### src/rtl/cpu_pkg.sv
// Shared CPU definitions: fetch FSM state encoding, reset PC default and PC step.
package cpu_pkg;

  typedef enum logic [1:0] {
    IDLE = 2'd0,
    REQ  = 2'd1,
    WAIT = 2'd2,
    DONE = 2'd3
  } fetch_state_t;

  localparam logic [31:0] RESET_PC_DEFAULT = 32'h0000_0000;
  localparam logic [31:0] PC_INCR          = 32'd4;

  // Branch/jump targets are forced onto a word boundary.
  function automatic logic [31:0] word_align(input logic [31:0] addr);
    return {addr[31:2], 2'b00};
  endfunction

endpackage

### src/rtl/fetch_timer.sv
// Counts consecutive stalled memory-request cycles and flags expiry on the
// cycle that would reach TIMEOUT_CYCLES. Only built with FETCH_TIMEOUT_EN.
module fetch_timer #(
  parameter int TIMEOUT_CYCLES = 16
) (
  input  logic clk,
  input  logic rst_n,
  input  logic clear,
  input  logic count,
  output logic expired
);

  localparam int CW = $clog2(TIMEOUT_CYCLES + 1);

  logic [CW-1:0] cnt;

  // Any cycle that is not a stalled request breaks the run of consecutive cycles.
  always_ff @(posedge clk or negedge rst_n) begin
    if (!rst_n) begin
      cnt <= '0;
    end else if (clear || !count) begin
      cnt <= '0;
    end else begin
      cnt <= cnt + 1'b1;
    end
  end

  assign expired = count && (cnt == CW'(TIMEOUT_CYCLES - 1));

endmodule

### src/rtl/instr_fetch.sv
// Instruction fetch unit: IDLE/REQ/WAIT/DONE handshake with memory, PC update
// and instruction-register strobe. Optional fetch timeout under FETCH_TIMEOUT_EN.
module instr_fetch
  import cpu_pkg::*;
#(
  parameter logic [31:0] RESET_PC       = RESET_PC_DEFAULT,
  parameter int          TIMEOUT_CYCLES = 16
) (
  input  logic        clk,
  input  logic        rst_n,
  input  logic        start,
  input  logic        pc_write,
  input  logic [31:0] pc_next,
  input  logic [31:0] mem_rdata,
  input  logic        mem_ready,
  output logic        mem_req,
  output logic [31:0] mem_addr,
  output logic [31:0] pc,
  output logic [31:0] ir_data,
  output logic        ir_write,
  output logic        busy,
  output logic        fetch_err
);

  fetch_state_t state;
  logic         timeout;

`ifdef FETCH_TIMEOUT_EN
  fetch_timer #(
    .TIMEOUT_CYCLES(TIMEOUT_CYCLES)
  ) u_fetch_timer (
    .clk    (clk),
    .rst_n  (rst_n),
    .clear  ((state == IDLE) && start),
    .count  (mem_req && !mem_ready),
    .expired(timeout)
  );
`else
  logic [31:0] unused_timeout_cfg;
  assign unused_timeout_cfg = 32'(TIMEOUT_CYCLES);
  assign timeout            = 1'b0;
`endif

  // The PC only changes outside REQ/WAIT, so it is a stable fetch address.
  assign mem_addr = pc;

  always_ff @(posedge clk or negedge rst_n) begin
    if (!rst_n) begin
      state     <= IDLE;
      pc        <= RESET_PC;
      ir_data   <= '0;
      mem_req   <= 1'b0;
      ir_write  <= 1'b0;
      busy      <= 1'b0;
      fetch_err <= 1'b0;
    end else begin
      ir_write  <= 1'b0;
      fetch_err <= 1'b0;
      case (state)
        IDLE: begin
          if (pc_write) begin
            pc <= word_align(pc_next);
          end
          if (start) begin
            state   <= REQ;
            mem_req <= 1'b1;
            busy    <= 1'b1;
          end
        end
        REQ, WAIT: begin
          if (mem_ready) begin
            state    <= DONE;
            ir_data  <= mem_rdata;
            mem_req  <= 1'b0;
            ir_write <= 1'b1;
          end else if (timeout) begin
            state     <= IDLE;
            mem_req   <= 1'b0;
            busy      <= 1'b0;
            fetch_err <= 1'b1;
          end else begin
            state <= WAIT;
          end
        end
        DONE: begin
          pc    <= pc + PC_INCR;
          state <= IDLE;
          busy  <= 1'b0;
        end
        default: begin
          state   <= IDLE;
          mem_req <= 1'b0;
          busy    <= 1'b0;
        end
      endcase
    end
  end

endmodule

### config.mk
export PLATFORM = sky130hd
export DESIGN_NAME = instr_fetch
export DESIGN_NICKNAME = d
export VERILOG_FILES = /design/src/rtl/cpu_pkg.sv /design/src/rtl/fetch_timer.sv /design/src/rtl/instr_fetch.sv
export SDC_FILE = /design/constraint.sdc
export NUM_CORES = 1
export LEC_CHECK = 0
export BUFFER_PORTS_ARGS = -buffer_cell sky130_fd_sc_hd__buf_2
export CAP_MARGIN = 10
export CORE_ASPECT_RATIO = 2
export CORE_MARGIN = 1.5
export CORE_UTILIZATION = 40
export DETAILED_ROUTE_END_ITERATION = 6
export GPL_TIMING_DRIVEN = 0
export PLACE_DENSITY_LB_ADDON = 0.3
export SYNTH_ARGS = -nofsm -noshare
export SYNTH_HDL_FRONTEND = slang
export SYNTH_SLANG_ARGS = --single-unit
### constraint.sdc
create_clock -name clk -period 2.18 [get_ports clk]
set_input_delay 0.218 -clock clk [delete_from_list [all_inputs] [get_ports clk]]
set_output_delay 0.218 -clock clk [all_outputs]
set_load 0.1 [all_outputs]
# [Yosys cells after proc, flatten, opt, wreduce, memory -nomap -nowiden]
# Index checks and enable logic that the tools add are counted.
[totals] regBits=69 in_bits=69 wordCells=33 output_inout_bits=100
[op_classes] eq_ne=6 muxes=11 reduce_logical=8 addsub=1 bitwise=1
[ops] cell="$pmux W32 S2" count=1
[ops] cell="$add A32 B3 Y32 const B" count=1
[ops] cell="$mux W32" count=1
[ops] cell="$ne A2 B2 Y1 const B" count=3
[ops] cell="$pmux W2 S3" count=1
[ops] cell="$reduce_and A2 Y1" count=3
[ops] cell="$mux W1" count=5
[ops] cell="$eq A2 B2 Y1 const B" count=2
[ops] cell="$pmux W1 S2" count=2
[ops] cell="$reduce_bool A2 Y1" count=2
[ops] cell="$reduce_and A3 Y1" count=1
[ops] cell="$eq A2 B1 Y1 const B" count=1
[ops] cell="$logic_not A2 Y1" count=1
[ops] cell="$mux W2" count=1
[ops] cell="$reduce_or A2 Y1" count=1
[ops] cell="$not A1 Y1" count=1

# [Longest topological paths before layout]
[logic_depth] depth_word=4 ltp_mapped=9 depth_no_buf=7

# [Least setup slack after synthesis]
# No wires, ideal clock.
[synth_timing] path_kind="reg-to-reg" from="reg pc[8] (netlist: mem_addr[8])" to="reg pc[25] (netlist: mem_addr[25])" path_slack_ns=-0.583 t_required_ns=2.054 period_less_slack_ns=2.763 n_path_buf=0 t_arrival_ns=2.637 stages_incl_launch_ff=6 cell_sequence="dfrtp_1 > nand4_2 > nor4_1 > nor3b_1 > nand4_1 > o311a_1"
[synth_via] elab_chain_cells=2
[synth_lines] item="from (decl)" line="instr_fetch.sv:18" rtl="output logic [31:0] pc,"
[synth_lines] item="from (signal assigned)" line="instr_fetch.sv:62" rtl="pc <= word_align(pc_next);"
[synth_lines] item="from (signal assigned)" line="instr_fetch.sv:86" rtl="pc <= pc + PC_INCR;"
[synth_lines] item="$add A32 B3 Y32" line="instr_fetch.sv:86"
[synth_lines] item="$pmux W32 S2" line="instr_fetch.sv:59" rtl="case (state)"
# Every way passes these cells.
# A chain may end at the register's enable or synchronous reset.

# [Worst setup path in the final report]
[layout_timing] from="reg pc[7] (netlist: mem_addr[7])" to="reg pc[29] (netlist: mem_addr[29])"
# The elaborated chain is that of the path after synthesis.

==> results.tsv <==
stage	metric	value	unit
clock_tree	clock_path_buffers	2	
floorplanning	dieArea	9873	um2
sta	whs	-0.006115	ns
final_layout	drive_above_1_share	53.15	%
yosys	synthFlopType	dfrtp_1	
setup_path	r2r_cells	5	
sta	hold_viol_final	9	
global_route	gr-total-overflow	0	
sta	finalMaxSlewViolations	0	
final_layout	num-fill-cells	813	
placement	port_buffers	161	
sta	worstMarginPinSlew	0.8751	ns
setup_path	r2r_end	mem_addr[29]	
yosys	synth_area_leaders	dfrtp_1 45%, mux2_2 10%, buf_4 7.1%	
route	drc	0	
route	first_pass_iters	4	
setup_path	critPathBufInv	0	
yosys	avgSynthCellArea	9.869	um2
floorplanning	dieWidth	71.02	um
setup_path	critPathMaxStageDelay	0.48	ns
sta	fmax	479.2	MHz
yosys	yosys.area.top_type	dfrtp_1	
clock_tree	insertion_delay	0.34	ns
final_layout	fin_nets	622	
setup_path	critPathKind	flop to flop	
yosys	syn_area	3701	um2
setup_path	start_kind	flop	
setup_path	crit_chain	nand4_4, or4_4, nor4_2, mux2i_1, a211o_1	
route	dr_total_vias	3610	
worst_hold_path	hp-class	input pin to asynchronous set/reset pin	
clock_tree	cts_tree	done	
final_layout	final_area	5115	um2
yosys	synth_edf_count	0	
placement	gp_congestion	0.9316	
placement	dp_hpwl	8572	um
setup_path	cp.required	2.40	ns
sta	finalSetupTns	0	ns
yosys	synthCells	375	
setup_path	cp_max_fo	9	
clock_tree	path_clk_slew	0.06	ns
setup_path	crit_slowest_cell	dfrtp_4	
status	violations	negative hold slack	
route	vias_per_cell	5.495	
floorplanning	ioPinCount	169	
status	status	finished, violations left	
sta	slew_headroom	41.66	%
setup_path	cp.arrival	2.31	ns
setup_path	crit_family	simple AND/OR/NAND/NOR gates	
final_layout	multi_input_area	1697	um2
floorplanning	initial_core_util	41.07	%
yosys	async_flop_share	100.0	%
floorplanning	core	9012	um2
sta	setup_viol	0	
route	dr.first_iter.drc_count	220	
setup_path	ff2ff_setup_slack	0.09	ns
sta	finalCritPeriodShare	95.72	%
clock_tree	cts_root_buf	clkbuf_16	
final_layout	final_common_cell	buf_2	
yosys	synth-seq-area-share	45.30	%
yosys	synth-seq-cells	67	
floorplanning	placement_rows	49	
floorplanning	die_height	139.0	um
setup_path	r2r-start	mem_addr[7]	
yosys	ys_types	51	
route	wl	11530	um
clock_tree	cts.sinks	67	
clock_tree	hold_buffers	0	
global_route	grt_max_degree	68	
global_route	grt_pass1_wl	18160	um
sta	grt_setup_unrepaired	false	
final_layout	layout_common_cells	160 x buf_2, 42 x dfrtp_1, 36 x buf_4	
yosys	synth.top_cell.area_share	45.30	%
global_route	antenna_found_initial	0	
final_layout	register_area	1738	um2
run	drv_cap	0	
global_route	grt_pass1_vias	3783	
sta	finClkSkew	0.007028	ns
sta	period_needed	2.087	ns
clock_tree	cts_setup_buffers	0	
route	avgRoutedWirePerCell	17.55	um
global_route	grt_usage	23.63	%
final_layout	n_antenna_cell	0	
clock_tree	h-tree-depth	3	
clock_tree	cts_buffers	9	
setup_path	cp-end-kind	flop	
placement	dpl-instance-area	4732	um2
yosys	yosysWarnings	0	
final_layout	area_growth	38.20	%
route	antenna_left	0	
-- cell usage after synthesis, types with 2 or more instances --
cell / n
a211o_1: 3
nor4_1: 3
mux2i_1: 6
buf_1: 3
or3_1: 4
o311a_1: 4
nand2_1: 23
nor2_1: 23
clkbuf_8: 3
o221a_2: 2
o21ai_0: 20
and3_1: 7
nor3_1: 7
inv_1: 10
nand2b_1: 3
a21oi_1: 32
nor3b_1: 2
buf_4: 35
ha_1: 3
or4_4: 2
o21a_1: 2
nand3_1: 18
o22ai_1: 8
and4_1: 4
dfrtp_1: 67
clkbuf_1: 12
mux2_2: 33
nand4_1: 13
-- cell families after synthesis --
group | after synthesis | share of synthesized area [%]
AND/OR/NAND/NOR | 119 | 17.31
AO/OA/AOI/OAI | 83 | 13.86
flip-flops | 67 | 45.30
buffers and inverters | 63 | 10.75
multiplexers | 39 | 11.66
adder cells (fa/ha/maj) | 3 | 1.014
other | 1 | 0.1013
-- routing by layer --
| layer | track usage (%) | part of all wire (%) | wire [um] |
|---|---|---|---|
| met1 | 23.49 | 34 | 3970 |
| met2 | 42.11 | 55 | 6304 |
| met3 | 6.177 | 6.4 | 734 |
| met4 | 14.90 | 4.5 | 523 |
| met5 | 0 | 0 | 0 |
-- layout make-up --
cell class,instances,area share [%]
Multi-Input combinational cell,249,33.17
Clock inverter,6,2.226
Sequential cell,67,33.98
Clock buffer,10,4.477
Inverter,10,0.7339
Tap cell,102,2.495
Buffer,52,7.118
Timing Repair Buffer,161,15.80
-- timing repair --
item,4_1_cts,5_1_grt
cloned,0,0
endpoints found under the hold margin,0,0
gates resized for setup,8,4
endpoints found under the setup margin,31,26
-- state kept, by name (all words and copies together) (netlist names) --
register  flops
busy          1
ir_data      32
ir_write      1
mem_addr     30
mem_req       1
state         2
-- worst max path at each step --
| stage | cells past startpoint | slack (ns) | startpoint | to |
|---|---|---|---|---|
| floorplan | 5 | 0.02 | mem_addr[3] | mem_addr[31] |
| finish | 5 | 0.09 | mem_addr[7] | mem_addr[29] |
| CTS | 5 | 0.0004 | mem_addr[7] | mem_addr[29] |
| global placement | 8 | -0.32 | state[0] | mem_addr[31] |
| detailed placement | 8 | -0.39 | state[0] | mem_addr[31] |
| global route | 7 | 0.004 | state[0] | mem_addr[31] |
-- metrics by stage --
stage | cells | hold WS, ns | util (%) | setup slack (ns)
finish | 657 | -0.006115 | 56.75 | 0.09340
global route | 657 | 0.08478 | 56.75 | 0.003552
CTS | 657 | 0.02834 | 56.46 | 0.0004374
detailed placement | 642 | 0.3965 | 52.51 | -0.3875
global placement | 642 | 0.4491 | 52.48 | -0.3237
floorplan | 379 | -0.07759 | - | 0.02108
Power is not shown: default switching activity piles up to over one toggle a cycle in this logic, so the estimate is an artifact.
